===== config.mk =====
export PLATFORM = sky130hd
export DESIGN_NAME = vram_cpu_port
export DESIGN_NICKNAME = d
export VERILOG_FILES = /design/src/rtl/vram_pkg.sv /design/src/rtl/vram_slot_timer.sv /design/src/rtl/vram_cpu_port.sv
export SDC_FILE = /design/constraint.sdc
export NUM_CORES = 1
export LEC_CHECK = 0
export BUFFER_PORTS_ARGS = -buffer_cell sky130_fd_sc_hd__buf_2
export CORE_ASPECT_RATIO = 0.5
export CORE_MARGIN = 1
export CORE_UTILIZATION = 25
export CTS_BUF_LIST = sky130_fd_sc_hd__clkbuf_2 sky130_fd_sc_hd__clkbuf_4 sky130_fd_sc_hd__clkbuf_8
export DETAILED_ROUTE_END_ITERATION = 7
export SETUP_SLACK_MARGIN = 0.2
export SYNTH_ARGS = -nofsm -noshare
export SYNTH_HDL_FRONTEND = slang
export SYNTH_HIERARCHICAL = 1
export SYNTH_SLANG_ARGS = --single-unit

===== constraint.sdc =====
create_clock -name clk -period 6.2 [get_ports clk]
set_clock_uncertainty 0.2 [all_clocks]
set_input_delay 1.24 -clock clk [delete_from_list [all_inputs] [get_ports clk]]
set_output_delay 1.24 -clock clk [all_outputs]
set_load 0.005 [all_outputs]

===== src/rtl/vram_pkg.sv =====
`default_nettype none
// ============================================================================
// vram_pkg : shared types, slot defaults and byte-merge helper for the
//            68000-side video RAM port.   Rev 1.0
// ============================================================================
package vram_pkg;

  typedef enum logic [2:0] {
    IDLE      = 3'd0,
    WAIT_SLOT = 3'd1,
    RD_ACCESS = 3'd2,
    WR_ACCESS = 3'd3,
    RMW_WAIT  = 3'd4,
    ACK       = 3'd5
  } vram_cpu_state_t;

  localparam logic [2:0] CPU_SLOT_DEFAULT    = 3'b000;
  localparam logic [2:0] STROBE_SLOT_DEFAULT = 3'b100;

  // Replace the byte lanes whose active-low strobe is asserted.
  function automatic logic [15:0] byte_merge(input logic [15:0] old_word,
                                             input logic [15:0] new_word,
                                             input logic        uds_b,
                                             input logic        lds_b);
    logic [15:0] merged;
    merged = old_word;
    if (!uds_b) merged[15:8] = new_word[15:8];
    if (!lds_b) merged[7:0]  = new_word[7:0];
    return merged;
  endfunction

endpackage
`default_nettype wire


===== src/rtl/vram_slot_timer.sv =====
`default_nettype none
// ============================================================================
// vram_slot_timer : decodes the VRAC slot counter into one-cycle slot_start
//                   and strobe pulses.   Rev 1.0
// ============================================================================
module vram_slot_timer
  import vram_pkg::*;
#(
  parameter logic [2:0] CPU_SLOT    = CPU_SLOT_DEFAULT,
  parameter logic [2:0] STROBE_SLOT = STROBE_SLOT_DEFAULT
) (
  input  logic [2:0] vrac,
  output logic       slot_start,
  output logic       strobe
);

  // VRAC steps every clock, so each compare is true for exactly one cycle.
  assign slot_start = (vrac == CPU_SLOT);
  assign strobe     = (vrac == STROBE_SLOT);

endmodule
`default_nettype wire


===== src/rtl/vram_cpu_port.sv =====
`default_nettype none
// ============================================================================
// vram_cpu_port : 68000 initiator into the playfield/alpha VRAM; byte writes
//                 are read-modify-write over two CPU slots.
// Option macro  : VRAM_CPU_POSTED_WRITE_EN (one-entry posted write buffer)
// Rev 1.0
// ============================================================================
module vram_cpu_port
  import vram_pkg::*;
#(
  parameter int         ADDR_W      = 13,
  parameter logic [2:0] CPU_SLOT    = CPU_SLOT_DEFAULT,
  parameter logic [2:0] STROBE_SLOT = STROBE_SLOT_DEFAULT
) (
  input  logic              clk,
  input  logic              rst,
  input  logic              cpu_req,
  input  logic              cpu_rw,
  input  logic [ADDR_W-1:0] cpu_addr,
  input  logic              cpu_uds_b,
  input  logic              cpu_lds_b,
  input  logic [15:0]       cpu_wdata,
  output logic [15:0]       cpu_rdata,
  output logic              cpu_ack,
  input  logic [2:0]        VRAC,
  output logic [ADDR_W-1:0] MA,
  output logic              VRAMWR,
  output logic              VRAMRD_b,
  output logic [15:0]       VRD_out,
  output logic              VRD_oe,
  input  logic [15:0]       VRD_in
);

  vram_cpu_state_t   state, next_state;
  logic [ADDR_W-1:0] addr_q;
  logic              rw_q, uds_b_q, lds_b_q;
  logic [15:0]       wdata_q, wr_word, rdata_q;
  logic              slot_start, strobe;
  logic              no_strobe, need_read, rd_phase, wr_phase;
  logic              posted_q, posted_ack_q, fwd_hit;

  vram_slot_timer #(
    .CPU_SLOT    (CPU_SLOT),
    .STROBE_SLOT (STROBE_SLOT)
  ) u_slot_timer (
    .vrac       (VRAC),
    .slot_start (slot_start),
    .strobe     (strobe)
  );

  assign no_strobe = cpu_uds_b & cpu_lds_b;
  // A single-byte write has to fetch the other byte first.
  assign need_read = rw_q | (uds_b_q ^ lds_b_q);

`ifdef VRAM_CPU_POSTED_WRITE_EN
  assign fwd_hit = posted_q & cpu_req & cpu_rw & ~no_strobe & (cpu_addr == addr_q);

  always_ff @(posedge clk or posedge rst) begin
    if (rst) begin
      posted_q     <= 1'b0;
      posted_ack_q <= 1'b0;
    end else begin
      posted_ack_q <= (state == IDLE) & cpu_req & ~cpu_rw & ~no_strobe;
      if ((state == IDLE) && cpu_req && !cpu_rw && !no_strobe)
        posted_q <= 1'b1;
      else if (state == ACK)
        posted_q <= 1'b0;
    end
  end
`else
  assign fwd_hit      = 1'b0;
  assign posted_q     = 1'b0;
  assign posted_ack_q = 1'b0;
`endif

  always_ff @(posedge clk or posedge rst) begin
    if (rst) begin
      state   <= IDLE;
      addr_q  <= '0;
      rw_q    <= 1'b1;
      uds_b_q <= 1'b1;
      lds_b_q <= 1'b1;
      wdata_q <= '0;
      wr_word <= '0;
      rdata_q <= '0;
    end else begin
      state <= next_state;
      if ((state == IDLE) && cpu_req) begin
        addr_q  <= cpu_addr;
        rw_q    <= cpu_rw;
        uds_b_q <= cpu_uds_b;
        lds_b_q <= cpu_lds_b;
        wdata_q <= cpu_wdata;
        wr_word <= cpu_wdata;
      end
      if ((state == RD_ACCESS) && strobe) begin
        if (rw_q) rdata_q <= VRD_in;
        else      wr_word <= byte_merge(VRD_in, wdata_q, uds_b_q, lds_b_q);
      end
      if ((state == ACK) && fwd_hit) rdata_q <= wr_word;
    end
  end

  always_comb begin
    next_state = state;
    case (state)
      IDLE:      if (cpu_req)    next_state = no_strobe ? ACK : WAIT_SLOT;
      WAIT_SLOT: if (slot_start) next_state = need_read ? RD_ACCESS : WR_ACCESS;
      RD_ACCESS: if (strobe)     next_state = rw_q ? ACK : RMW_WAIT;
      RMW_WAIT:  if (slot_start) next_state = WR_ACCESS;
      WR_ACCESS: if (strobe)     next_state = ACK;
      ACK:                       next_state = fwd_hit ? ACK : IDLE;
      default:                   next_state = IDLE;
    endcase
  end

  // The slot cycle itself is still spent in the waiting state, so strobes are
  // opened combinationally there to cover VRAC=CPU_SLOT..STROBE_SLOT.
  assign rd_phase = (state == RD_ACCESS) ||
                    ((state == WAIT_SLOT) && slot_start && need_read);
  assign wr_phase = (state == WR_ACCESS) ||
                    (slot_start && (((state == WAIT_SLOT) && !need_read) ||
                                    (state == RMW_WAIT)));

  assign MA        = addr_q;
  assign VRAMRD_b  = ~rd_phase;
  assign VRAMWR    = wr_phase;
  assign VRD_oe    = wr_phase;
  assign VRD_out   = wr_word;
  assign cpu_rdata = rdata_q;
  assign cpu_ack   = ((state == ACK) & ~posted_q) | posted_ack_q;

endmodule
`default_nettype wire


==> reports/results.ini <==
[run_status]
status=completed

[finish]
drive_gt1_share_pct=54.9
stdcell_count=484
final_nets=369
antenna_cells=0
syn_to_final_growth_pct=26.4

[route]
num_vias=2041
finalWirelength_mm=6.74
detail-route-antenna-nets=0
firstDrtPassIters=4
drt-wirelength-per-cell_um=13.9
vias_per_cell=4.22
drt_iter0_markers=112
drc_errors=0

[place]
numPortBuffers=102
detailedPlace.worstSlack_ns=2.43
hpwl_mm=4.61
gp_congestion=0.732
dp_cells=469

[pwr]
p_leak_nw=1.83
power_density_nw_per_um2=443
ir_worst_vdd_v=0.000117

[critical_path]
crit_path_end_kind=output port
crit_chain=buf_2, nor3_2, inv_1, or3_1, o21ai_0, buf_2
crit_required_ns=4.76
crit_slowest_cell=or3_1
critPathArrivalTime_ns=2.32
critical-path-top-delay-family=simple AND/OR/NAND/NOR gates
crit_top_cell=buf_2
crit_path_start_kind=input port
max_stage_delay_ns=0.34
worstSetupPathType=input port to output port
critPathMaxFanout=5
crit_buf_inv=3

[timing]
final.setup.tns_ns=0
hold_violations=0
worst_slew_margin_rel_pct=41.8
worst_pin_slew_ns=0.874
slew_viol_final=0
setup_ws_ns=2.44
fin_crit_sh_pct=60.7
rsz0062_at_grt=false
setup_viol=0
period_minus_slack_ns=3.76
clock.fmax_mhz=266

[clock_tree]
h-tree-depth=3
cts_resized=0
cts_hold_buf=0
cts-root-buf=clkbuf_8
clk_path_buf_depth=2
clkLatencyLatePin_ns=0.34
cts_tree=yes
cts_setup_buffers=0
clk_pin_slew_ns=0.06
cts_sinks=67
cts-buffers-inserted=9

[floorplan]
coreArea_um2=11900
io_pins=103
fp.dieH_um=80.4
die_w_um=159
dieArea_um2=12800
fp-row-count=28
initial_core_util_pct=25.8

[hold_path]
min_path_type=flop to flop

[yosys]
yosysSeqAreaShare_pct=54.6
synth_async_sr_flop_share_pct=100
ys_warn_count=6
netlist.top_cell.by_area=dfrtp_1
synthesis.area_um2=3080
synth_cell_types=33
synth.most_common_cell=dfrtp_1
synth-seq-cells=67
synth_ff_type=dfrtp_1
syn_inst=213
synth_top_area_share_pct=52.1
synth-edff-count=0
mappedNetlistNets=267
yosys-top-cells-area=dfrtp_1 52%, mux2_2 17%, mux2i_1 16%, buf_6 3.3%, dfstp_2 2.6%
syn_avg_cell_area_um2=14.4
yosys-top-cells-count=64 x dfrtp_1, 48 x mux2i_1, 47 x mux2_2

[global_route]
first_global_vias=2040
grt_max_degree=68
grt.total_usage_pct=11.1
antenna_found_initial=0
overflow=0
grt_pass1_wl_mm=10.7

[job]
drv_cap=0

-- through the flow --
step / instance area [um^2] / utilization (%) / total power, W / hold slack (ns)
5_1_grt: 3890 / 32.6 / 0.00186 / 0.307
2_1_floorplan: 3080 / - / 0.00115 / 0.280
6_report: 3890 / 32.6 / 0.00172 / 0.300
4_1_cts: 3890 / 32.6 / 0.00175 / 0.304
3_5_place_dp: 3690 / 31.0 / 0.00137 / 0.288
3_3_place_gp: 3690 / 31.0 / 0.00135 / 0.283
-- logic make-up (layout without fill, tap and decap cells) --
logic type	Yosys count	in the layout	synth area share, %
flip-flops	67	67	54.6
AND/OR/NAND/NOR	20	20	4.84
AO/OA/AOI/OAI	12	12	2.77
multiplexers	95	95	32.8
buffers and inverters	18	124	4.64
XOR/XNOR	1	1	0.285
-- per-layer routing --
metal	GRT usage [%]	share of wire (%)
met2	19.1	49
met5	0	0
met3	3.72	2.8
met1	13.3	47
met4	3.17	0.70
-- path summary, 6_finish.rpt --
check / from / end / slack, ns / cells past startpoint
worst max-delay path: VRAC[1] / VRD_oe / 2.44 / 6
worst min-delay path: cpu_rdata[13] / cpu_rdata[13] / 0.30 / 1
worst max register to register: state[1] / wdata_q[9] / 3.99 / 3
worst min register to register: cpu_rdata[13] / cpu_rdata[13] / 0.30 / 1
max in group asynchronous: rst / VRD_out[5] / 4.27 / 3
min in group asynchronous: rst / MA[4] / 0.97 / 3
-- power breakdown --
group | switching, W | internal, W
Clock | 0.000161 | 0.000214
Combinational | 0.000219 | 0.000337
Sequential | 0.000148 | 0.000644
-- worst reg2reg max path: cells and delay by family, from the launching register on --
family,cells,cell delay [ns]
buf+inv,1,0.62
flops,1,0.53
mux,1,0.43
simple gates,1,0.32
-- flip-flops by register name, summed over array words and instances, names as in the netlist --
signal / cells
VRD_out: 16
cpu_rdata: 16
wdata_q: 16
MA: 13
state: 3
lds_b_q: 1
rw_q: 1
uds_b_q: 1
-- cell usage in the layout (no fill, tap or decap) --
cell type / n
buf_2: 102
dfrtp_1: 64
mux2i_1: 48
mux2_2: 47
clkbuf_8: 11
inv_1: 3
o21ai_0: 3
nand2_1: 3
dfstp_2: 3
buf_4: 3
and2_1: 2
nand2b_1: 2
nor2_1: 2
nand3b_1: 2
a21oi_1: 2
o32a_1: 2
clkbuf_4: 2
and4bb_1: 1
nand2_2: 1
nor4b_4: 1
or2b_1: 1
xnor2_1: 1
a31oi_1: 1
or3_1: 1
o21bai_1: 1
and3_1: 1
inv_2: 1
nand3_1: 1
o311ai_0: 1
o221ai_1: 1
a211o_1: 1
clkinv_2: 1
bufinv_16: 1
nor3b_2: 1
nor3_2: 1
-- cell type report --
class	count	area, um^2
inverters	4	15.0
clock inverters	2	35.0
well taps	165	206
clock buffers	13	166
flip-flops and latches	67	1680
repair buffers	105	533
multi-input cells	128	1250
fillers	1233	8020
No activity file was read; power rests on OpenSTA's default activity.
